[src/rtl/config_pkg.sv]
// Shared types and constants for the fabric configuration loader.
package config_pkg;

   typedef enum logic [2:0] {
      S_IDLE,
      S_ADDR,
      S_DATA,
      S_ISSUE,
      S_GAP,
      S_FINISH,
      S_ERR,
      S_TRAILER
   } state_e;

   localparam logic [15:0] MAGIC     = 16'hC0F6;
   localparam logic [31:0] IDLE_ADDR = 32'hFFFF_FFFF;

   localparam logic [15:0] SEC_SB  = 16'd7;
   localparam logic [15:0] SEC_CB0 = 16'd6;
   localparam logic [15:0] SEC_CB1 = 16'd5;
   localparam logic [15:0] SEC_CLB = 16'd4;

   localparam logic [1:0] ERR_NONE     = 2'b00;
   localparam logic [1:0] ERR_MAGIC    = 2'b01;
   localparam logic [1:0] ERR_SECTION  = 2'b10;
   localparam logic [1:0] ERR_CHECKSUM = 2'b11;

   function automatic logic [15:0] section_of(input logic [31:0] addr);
      return addr[31:16];
   endfunction

endpackage

[src/rtl/config_checksum.sv]
// Running 32-bit sum over accepted record words, compared against the trailer word.
module config_checksum (
   input  logic        clk_i,
   input  logic        reset_i,
   input  logic        clear_i,
   input  logic        add_en_i,
   input  logic [31:0] word_i,
   output logic        match_o
);

   logic [31:0] sum_q, sum_d;

   always_comb begin
      sum_d = sum_q;
      if (clear_i)       sum_d = '0;
      else if (add_en_i) sum_d = sum_q + word_i;
   end

   // NOTE: sequential state uses non-blocking assignments so every register samples pre-edge values.
   always_ff @(posedge clk_i or posedge reset_i) begin
      if (reset_i) sum_q <= '0;
      else         sum_q <= sum_d;
   end

   assign match_o = (word_i == sum_q);

endmodule

[src/rtl/config_loader.sv]
// Host stream to config-bus sequencer for the PE-tile array.
// Define CONFIG_LOADER_CHECKSUM_EN to require a checksum trailer after the last record.
module config_loader
   import config_pkg::*;
#(
   parameter int unsigned HOLD_CYCLES = 1,
   parameter logic [15:0] MIN_SECTION = 16'd4,
   parameter logic [15:0] MAX_SECTION = 16'd7,
   parameter logic [31:0] IDLE_ADDR   = config_pkg::IDLE_ADDR
) (
   input  logic        clk,
   input  logic        reset,
   input  logic        clear,
   input  logic [31:0] in_data,
   input  logic        in_valid,
   output logic        in_ready,
   output logic [31:0] config_addr,
   output logic [31:0] config_data,
   output logic        busy,
   output logic        done,
   output logic        error,
   output logic [1:0]  err_code,
   output logic [15:0] records_done
);

   localparam logic [3:0] HOLD_LAST = 4'(HOLD_CYCLES - 1);
   localparam state_e LAST_STATE =
`ifdef CONFIG_LOADER_CHECKSUM_EN
      S_TRAILER;
`else
      S_FINISH;
`endif

   state_e      state_q, state_d;
   logic [31:0] addr_q, addr_d, data_q, data_d;
   logic [15:0] n_q, n_d, rec_q, rec_d;
   logic [3:0]  hold_q, hold_d;
   logic        done_q, done_d, error_q, error_d;
   logic [1:0]  err_q, err_d;
   logic        rdy_en_q;

   logic        in_hs, hdr_ok, sec_ok;
   logic [15:0] sec;

   assign busy     = state_q inside {S_ADDR, S_DATA, S_ISSUE, S_GAP, S_TRAILER};
   // Ready is held off for the first cycle after reset release.
   assign in_ready = rdy_en_q && (state_q inside {S_IDLE, S_ADDR, S_DATA, S_TRAILER});
   assign in_hs    = in_valid && in_ready;
   assign hdr_ok   = (in_data[31:16] == MAGIC);
   assign sec      = section_of(in_data);
   assign sec_ok   = (sec >= MIN_SECTION) && (sec <= MAX_SECTION);

`ifdef CONFIG_LOADER_CHECKSUM_EN
   logic sum_match;

   config_checksum u_checksum (
      .clk_i   (clk),
      .reset_i (reset),
      .clear_i (in_hs && state_q == S_IDLE && hdr_ok),
      .add_en_i(in_hs && (state_q == S_ADDR || state_q == S_DATA)),
      .word_i  (in_data),
      .match_o (sum_match)
   );
`endif

   // NOTE: every always_comb output gets a default first so no path can infer a latch.
   always_comb begin
      state_d = state_q;
      addr_d  = addr_q;
      data_d  = data_q;
      n_d     = n_q;
      rec_d   = rec_q;
      hold_d  = hold_q;
      done_d  = done_q;
      error_d = error_q;
      err_d   = err_q;

      if (clear && busy) begin
         state_d = S_IDLE;
         done_d  = 1'b0;
      end else begin
         unique case (state_q)
            S_IDLE: if (in_hs) begin
               if (hdr_ok) begin
                  done_d  = 1'b0;
                  rec_d   = '0;
                  n_d     = in_data[15:0];
                  state_d = (in_data[15:0] == 16'd0) ? LAST_STATE : S_ADDR;
               end else begin
                  err_d   = ERR_MAGIC;
                  state_d = S_ERR;
               end
            end
            S_ADDR: if (in_hs) begin
               addr_d = in_data;
               if (sec_ok) begin
                  state_d = S_DATA;
               end else begin
                  err_d   = ERR_SECTION;
                  state_d = S_ERR;
               end
            end
            S_DATA: if (in_hs) begin
               data_d  = in_data;
               hold_d  = '0;
               state_d = S_ISSUE;
            end
            S_ISSUE: begin
               if (hold_q == HOLD_LAST) state_d = S_GAP;
               else                     hold_d  = hold_q + 4'd1;
            end
            S_GAP: begin
               rec_d   = rec_q + 16'd1;
               state_d = (rec_d == n_q) ? LAST_STATE : S_ADDR;
            end
            S_FINISH: state_d = S_IDLE;
            S_ERR: if (clear) begin
               error_d = 1'b0;
               err_d   = ERR_NONE;
               state_d = S_IDLE;
            end
`ifdef CONFIG_LOADER_CHECKSUM_EN
            S_TRAILER: if (in_hs) begin
               if (sum_match) begin
                  state_d = S_FINISH;
               end else begin
                  err_d   = ERR_CHECKSUM;
                  state_d = S_ERR;
               end
            end
`endif
            default: state_d = S_IDLE;
         endcase
      end

      if (state_d == S_FINISH) done_d  = 1'b1;
      if (state_d == S_ERR)    error_d = 1'b1;
   end

   always_ff @(posedge clk or posedge reset) begin
      if (reset) begin
         state_q  <= S_IDLE;
         addr_q   <= '0;
         data_q   <= '0;
         n_q      <= '0;
         rec_q    <= '0;
         hold_q   <= '0;
         done_q   <= 1'b0;
         error_q  <= 1'b0;
         err_q    <= ERR_NONE;
         rdy_en_q <= 1'b0;
      end else begin
         state_q  <= state_d;
         addr_q   <= addr_d;
         data_q   <= data_d;
         n_q      <= n_d;
         rec_q    <= rec_d;
         hold_q   <= hold_d;
         done_q   <= done_d;
         error_q  <= error_d;
         err_q    <= err_d;
         rdy_en_q <= 1'b1;
      end
   end

   // Bus is decoded from state so an async reset parks it at IDLE_ADDR without a clock.
   assign config_addr  = (state_q == S_ISSUE) ? addr_q : IDLE_ADDR;
   assign config_data  = (state_q == S_ISSUE) ? data_q : '0;
   assign done         = done_q;
   assign error        = error_q;
   assign err_code     = err_q;
   assign records_done = rec_q;

endmodule

[config.mk]
export PLATFORM = sky130hd
export DESIGN_NAME = config_loader
export DESIGN_NICKNAME = d
export VERILOG_FILES = /design/src/rtl/config_pkg.sv /design/src/rtl/config_checksum.sv /design/src/rtl/config_loader.sv
export SDC_FILE = /design/constraint.sdc
export NUM_CORES = 1
export LEC_CHECK = 0
export BUFFER_PORTS_ARGS = -buffer_cell sky130_fd_sc_hd__buf_2
export CAP_MARGIN = 40
export CORE_MARGIN = 2
export CORE_UTILIZATION = 55
export DETAILED_ROUTE_END_ITERATION = 7
export PLACE_DENSITY_LB_ADDON = 0.25
export SYNTH_ARGS = -nofsm -noshare
export SYNTH_HDL_FRONTEND = slang
export SYNTH_SLANG_ARGS = --single-unit
[constraint.sdc]
create_clock -name clk -period 4 [get_ports clk]
set_clock_uncertainty 0.15 [all_clocks]
set_input_delay 0.2 -clock clk [delete_from_list [all_inputs] [get_ports clk]]
set_output_delay 0.2 -clock clk [all_outputs]
set_load 0.05 [all_outputs]
# Yosys cells after proc, flatten, opt, wreduce, memory -nomap -nowiden
# Index checks and enable logic that the tools add are counted.
[totals] regBits=108
[op_classes] n_mux=34 addsub=2 eq_ne=19 n_lt_le_gt_ge=2 bitwise=1 reduce_logical=25
[op_table] cell="$mux 32" count=2
[op_table] cell="$mux 16" count=2
[op_table] cell="$pmux 16 s2" count=1
[op_table] cell="$mux 3" count=10
[op_table] cell="$pmux 3 s6" count=1
[op_table] cell="$add 16x1->16 const B" count=1
[op_table] cell="$eq 16x16->1" count=1
[op_table] cell="$eq 16x16->1 const B" count=1
[op_table] cell="$ge 16x3->1 const B" count=1
[op_table] cell="$le 16x3->1 const B" count=1
[op_table] cell="$logic_not 16->1" count=1
[op_table] cell="$ne 2x2->1 const B" count=8
[op_table] cell="$eq 3x3->1 const B" count=5
[op_table] cell="$reduce_and 3->1" count=4
[op_table] cell="$reduce_and 4->1" count=3
[op_table] cell="$reduce_bool 3->1" count=4
[op_table] cell="$mux 2" count=5
[op_table] cell="$mux 1" count=9
[op_table] cell="$mux 4" count=2
[op_table] cell="$pmux 4 s2" count=1
[op_table] cell="$reduce_bool 2->1" count=4
[op_table] cell="$reduce_and 7->1" count=1
[op_table] cell="$eq 3x2->1 const B" count=2
[op_table] cell="$pmux 2 s3" count=1
[op_table] cell="other kinds (9)" count=12

# Logic depth before layout (Yosys ltp)
[logic_depth] ltp_word=10 mapped_depth=10

# Least setup slack after synthesis
# Ideal clock, no wire load.
[synth_timing] kind="reg-to-reg" startpoint="register rec_q[0], in the netlist records_done[0]" endpoint="register done_q, in the netlist done" setup_slack_ns=0.945 n_path_buf=0 t_required_ns=3.766 arrival_ns=2.821 path_stages_with_launch=9 cell_sequence="dfrtp_1 > ha_1 > nand3_2 > nor2_1 > mux2_2 > or4_1 > nor4_1 > nand2_1 > a41oi_2"
[synth_via] elab_chain_cells=8 elab_cells_between_ends=11 cone_classes="1 x add/sub; 2 x eq/ne; 4 x mux; 4 x reduce/logical"
[synth_lines] item="start: declaration" line="config_loader.sv:36" text="logic [15:0] n_q, n_d, rec_q, rec_d;"
[synth_lines] item="start signal: assignment" line="config_loader.sv:157" text="rec_q <= rec_d;"
[synth_lines] item="$add 16x1->16 (*)" line="config_loader.sv:113" text="rec_d = rec_q + 16'd1;"
[synth_lines] item="$eq 16x16->1 (*)" line="config_loader.sv:114" text="state_d = (rec_d == n_q) ? LAST_STATE : S_ADDR;"
[synth_lines] item="$mux 3 (*)" line="config_loader.sv:114"
[synth_lines] item="$pmux 3 s6 (*)" line="config_loader.sv:82" text="unique case (state_q)"
[synth_lines] item="$mux 3 (*)" line="config_loader.sv:78" text="if (clear && busy) begin"
[synth_lines] item="$eq 3x3->1 (*)" line="config_loader.sv:136" text="if (state_d == S_FINISH) done_d = 1'b1;"
[synth_lines] item="$reduce_bool 3->1 (no source line)"
[synth_lines] item="$reduce_and 3->1 (no source line)"
[synth_lines] item="end signal: assignment" line="config_loader.sv:159" text="done_q <= done_d;"
[synth_lines] item="end: declaration" line="config_loader.sv:38" text="logic done_q, done_d, error_q, error_d;"
# Every way passes the cells marked *; elsewhere a longest branch is shown, timed or not.
# A chain may end at the register's enable or synchronous reset.

# Worst setup path after layout
[layout_timing] startpoint="input port in_data[25]" endpoint="register rec_q[12], in the netlist records_done[12]"
[layout_via] elab_chain_cells=3
[layout_lines] item="start: declaration" line="config_loader.sv:14" text="input logic [31:0] in_data,"
[layout_lines] item="$eq 16x16->1" line="config_loader.sv:49" text="assign hdr_ok = (in_data[31:16] == MAGIC);"
[layout_lines] item="$ne 2x2->1 (no source line)"
[layout_lines] item="$reduce_and 4->1 (no source line)"
# No other way between the ends.

==> results.md <==
* Num CTS Buffers at 9
* Seq/Total Area, Yosys at 47.80%
* Avg Cell Area, Syn at 10.57 um^2
* Placer Congestion at 0.9234
* Number of vias per cell at between 6 and 7
* Critical path class: input pin to flip-flop
* Die area at 0.01111 mm^2
* Top FF cell, synth: dfrtp_1
* Core Area at between 0.01 and 0.015 mm^2
* Tmin final at 3.065 ns
* Most common cell after layout, fill and taps aside: buf_2
* Cells after Synth at 535
* Filler instances at 790
* Syn Std Cell Area at 0.005654 mm^2
* # resized after CTS at 0
* Crit Reg-Reg Endpoint: done$_DFFE_PP0P_
* Syn. warnings at 0
* Buffers & Inverters on Critical Path at 3
* Top Metal Used: met4
* Launch point of the worst path: in_data[25]
* CP startpoint kind: input pin
* Avg WL per Cell at 18.92 um
* Yosys reg bits at 108
* WL met1 at 6.619 mm
* Unique masters post-synth at 54
* IO Pins at 122
* Worst r2r path cells at 8
* Number of synthesized flops with an enable pin at 0
* Crit-path max FO at 20
* Global-route wire length before repair at 24.61 mm
* Asr flop ratio synth at 100.0%
* Root buf cell: clkbuf_8
* Die Width at about 110 um
* Effective utilization at floorplan at 55.77%
* CTS Sinks at about 110
* Final setup margin at 0.9351 ns
* Remaining DRCs at 0
* Clk_lat worst skew at about 0.36 ns
* Synth Net Count at 574
* IO buf count at around 120
* Total global-route track usage at 28.07%
* Placed cell count at 763
* Pwr dens at 576.3 mW/mm^2
* Leak at ~3.3 nW
* H-Tree Depth at 3
* Post-route insts no fill at a little over 800
* Multi-input logic area at 0.002795 mm^2
* Placement Setup Slack at between 1 and 1.5 ns
* DR iter-0 viols at 293
* Final net count at ~700
* Crit path DAT at approximately 3.1 ns
* Slew @ Worst Pin at 0.8507 ns
* Reg-to-reg setup timing slack at 0.96 ns
* Status: complete, no violations
* Req. time, crit path at 4.08 ns
* Drt first pass iters at 5
* Maximum clock rate at 326.3 MHz
* DR vias at 4873
* Period utilization at 76.62%
* Final Hold Fails at 0
* Crit. path cell count at 9
* Relative slew slack at between 40% and 50%
* Unrepaired setup endpoints after global routing: false
* Crit end category: flip-flop
* Register area at 0.002703 mm^2
* CTS max path bufs at 2
* Met2 wire len at 7.506 mm
* Vias in the first global route at 4764
* Leading cell types in the layout, fill and taps excluded: buf_2 (121), dfrtp_1 (108), mux2_2 (73)
* Critical Path End: records_done[12]$_DFFE_PP0P_
* ANT nets after route at 0
* Clock-pin slew on the worst setup and hold paths at 0.11 ns
* Met3 Routed Length at 954 um
* Count of final max-slew check failures at 0
* Crit Reg-Reg Startpoint: records_done[0]$_DFFE_PP0P_
* GRT Residual Overflow at 0
* Slowest CP cell: nor4_1
* CTS tree: built
* Max Cap Viol at 0
* Hold WS at between 0.015 and 0.02 ns
* Antenna violations before repair at 0
* Peak VDD IR at between 0.3 and 0.4 mV
* Synth-to-layout area growth at 21.58%
* Worst Hold Class: input pin to flip-flop
* Total Power at between 3 and 4 mW
* Critical-path cell list: dlygate4sd3_1, buf_2, or4_1, nor4_1, nand3_1, buf_4, and2_1, o21ai_0, o31ai_1
* Accumulated negative setup slack at 0 ns
* CP max stage delay at 0.63 ns
* N_diodes at 0
* Share of cells above drive strength 1 at 34.18%
* Row cnt at 37
* Post-Route WL at between 15 and 20 mm
* HPWL Detailed at 10.51 mm
* Delay-heaviest family, CP: simple AND/OR/NAND/NOR gates
* Number of setup violations in the final report at 0
* Pin count of the biggest net entering global routing at 52
* Die Y at 105.4 um
==> worst register-to-register path, delay by kind of cell, from the launching register on <==
kind	cells	cell delay [ns]
mux	1	0.40
fa+ha+maj	1	0.32
simple gates	5	1.44
compound gates	1	0.17
flops	1	0.50
==> per-layer routing <==
metal  track usage (%)  up-vias
li1                  -     2215
met5                 0        -
met1             37.96     2461
met2             46.45      177
met3             4.947       20
met4             8.286        0
==> cell families after synthesis <==
group           share of synthesized area, %
simple gates                           21.62
flops                                  47.80
mux                                    16.49
compound gates                         7.701
buf+inv                                3.032
xor+xnor                               2.633
fa+ha+maj                             0.6639
other cells                          0.06632
==> worst min-delay path by stage <==
stage,start,end,slack [ns],depth (start not counted)
floorplan,in_data[15],n_q[15]$_DFFE_PP0P_,0.18,1
detailed placement,reset,hold_q[2]$_DFFE_PP0P_,0.20,2
global placement,reset,hold_q[2]$_DFFE_PP0P_,0.19,2
global route,in_data[12],addr_q[12]$_DFFE_PP0P_,0.003,2
CTS,in_data[12],addr_q[12]$_DFFE_PP0P_,0.01,2
finish,in_data[12],addr_q[12]$_DFFE_PP0P_,0.02,2
==> cells in the mapped netlist (all sizes together), types with 2 or more instances <==
| cell type | instances | area (um^2) |
|---|---|---|
| a21oi | 10 | 50.05 |
| o31ai | 5 | 37.54 |
| o21ai | 37 | 185.2 |
| nand2b | 8 | 50.05 |
| or4b | 2 | 20.02 |
| nand4 | 10 | 83.83 |
| or4 | 3 | 22.52 |
| xor2 | 3 | 26.28 |
| and2 | 5 | 31.28 |
| o22ai | 3 | 18.77 |
| nand2 | 30 | 112.6 |
| a31oi | 3 | 18.77 |
| mux2 | 81 | 912.1 |
| nand3 | 21 | 110.1 |
| nor2 | 20 | 75.07 |
| and4 | 4 | 35.03 |
| nor2b | 8 | 50.05 |
| ha | 3 | 37.54 |
| mux2i | 2 | 20.02 |
| o2111ai | 2 | 17.52 |
| nor3 | 10 | 50.05 |
| dfrtp | 108 | 2703 |
| or3 | 34 | 212.7 |
| and3 | 35 | 219.0 |
| clkbuf | 27 | 101.4 |
| inv | 4 | 15.01 |
| nor4 | 12 | 90.09 |
| a31o | 2 | 17.52 |
| a41oi | 2 | 25.03 |
| xnor2 | 14 | 122.6 |
| buf | 11 | 55.05 |
==> per-stage QoR <==
stage / utilization (%) / instance area [um^2]
4_1_cts: 67.80 / 6874
3_3_place_gp: 62.57 / 6344
6_report: 67.80 / 6874
5_1_grt: 67.80 / 6874
3_5_place_dp: 62.96 / 6384
2_1_floorplan: - / 5654
==> power by group <==
group          internal [mW]  switching, mW  total (mW)
logic                  0.587           1.04        1.63
clock network          0.238          0.393       0.631
registers               1.46          0.245        1.70
total                   2.29           1.68        3.96
==> sequential cells by signal, summed over array words and instances (netlist names) <==
signal / flops
addr_q: 32
data_q: 32
done: 1
err_code: 2
error: 1
hold_q: 4
n_q: 16
rdy_en_q: 1
records_done: 16
state_q: 3
==> layout make-up <==
type,count,area share (%)
clock buffers,9,1.802
clock inverters,6,0.8191
repair buffers,161,14.67
well taps,136,2.475
flip-flops and latches,108,39.32
inverters,4,0.2548
multi-input cells,385,40.66
==> repair_timing <==
item,CTS,global route
setup buffers,0,0
endpoints found under the hold margin,114,0
hold buffers,31,0
endpoints found under the setup margin,0,0
No activity file was read; power rests on OpenSTA's default activity.
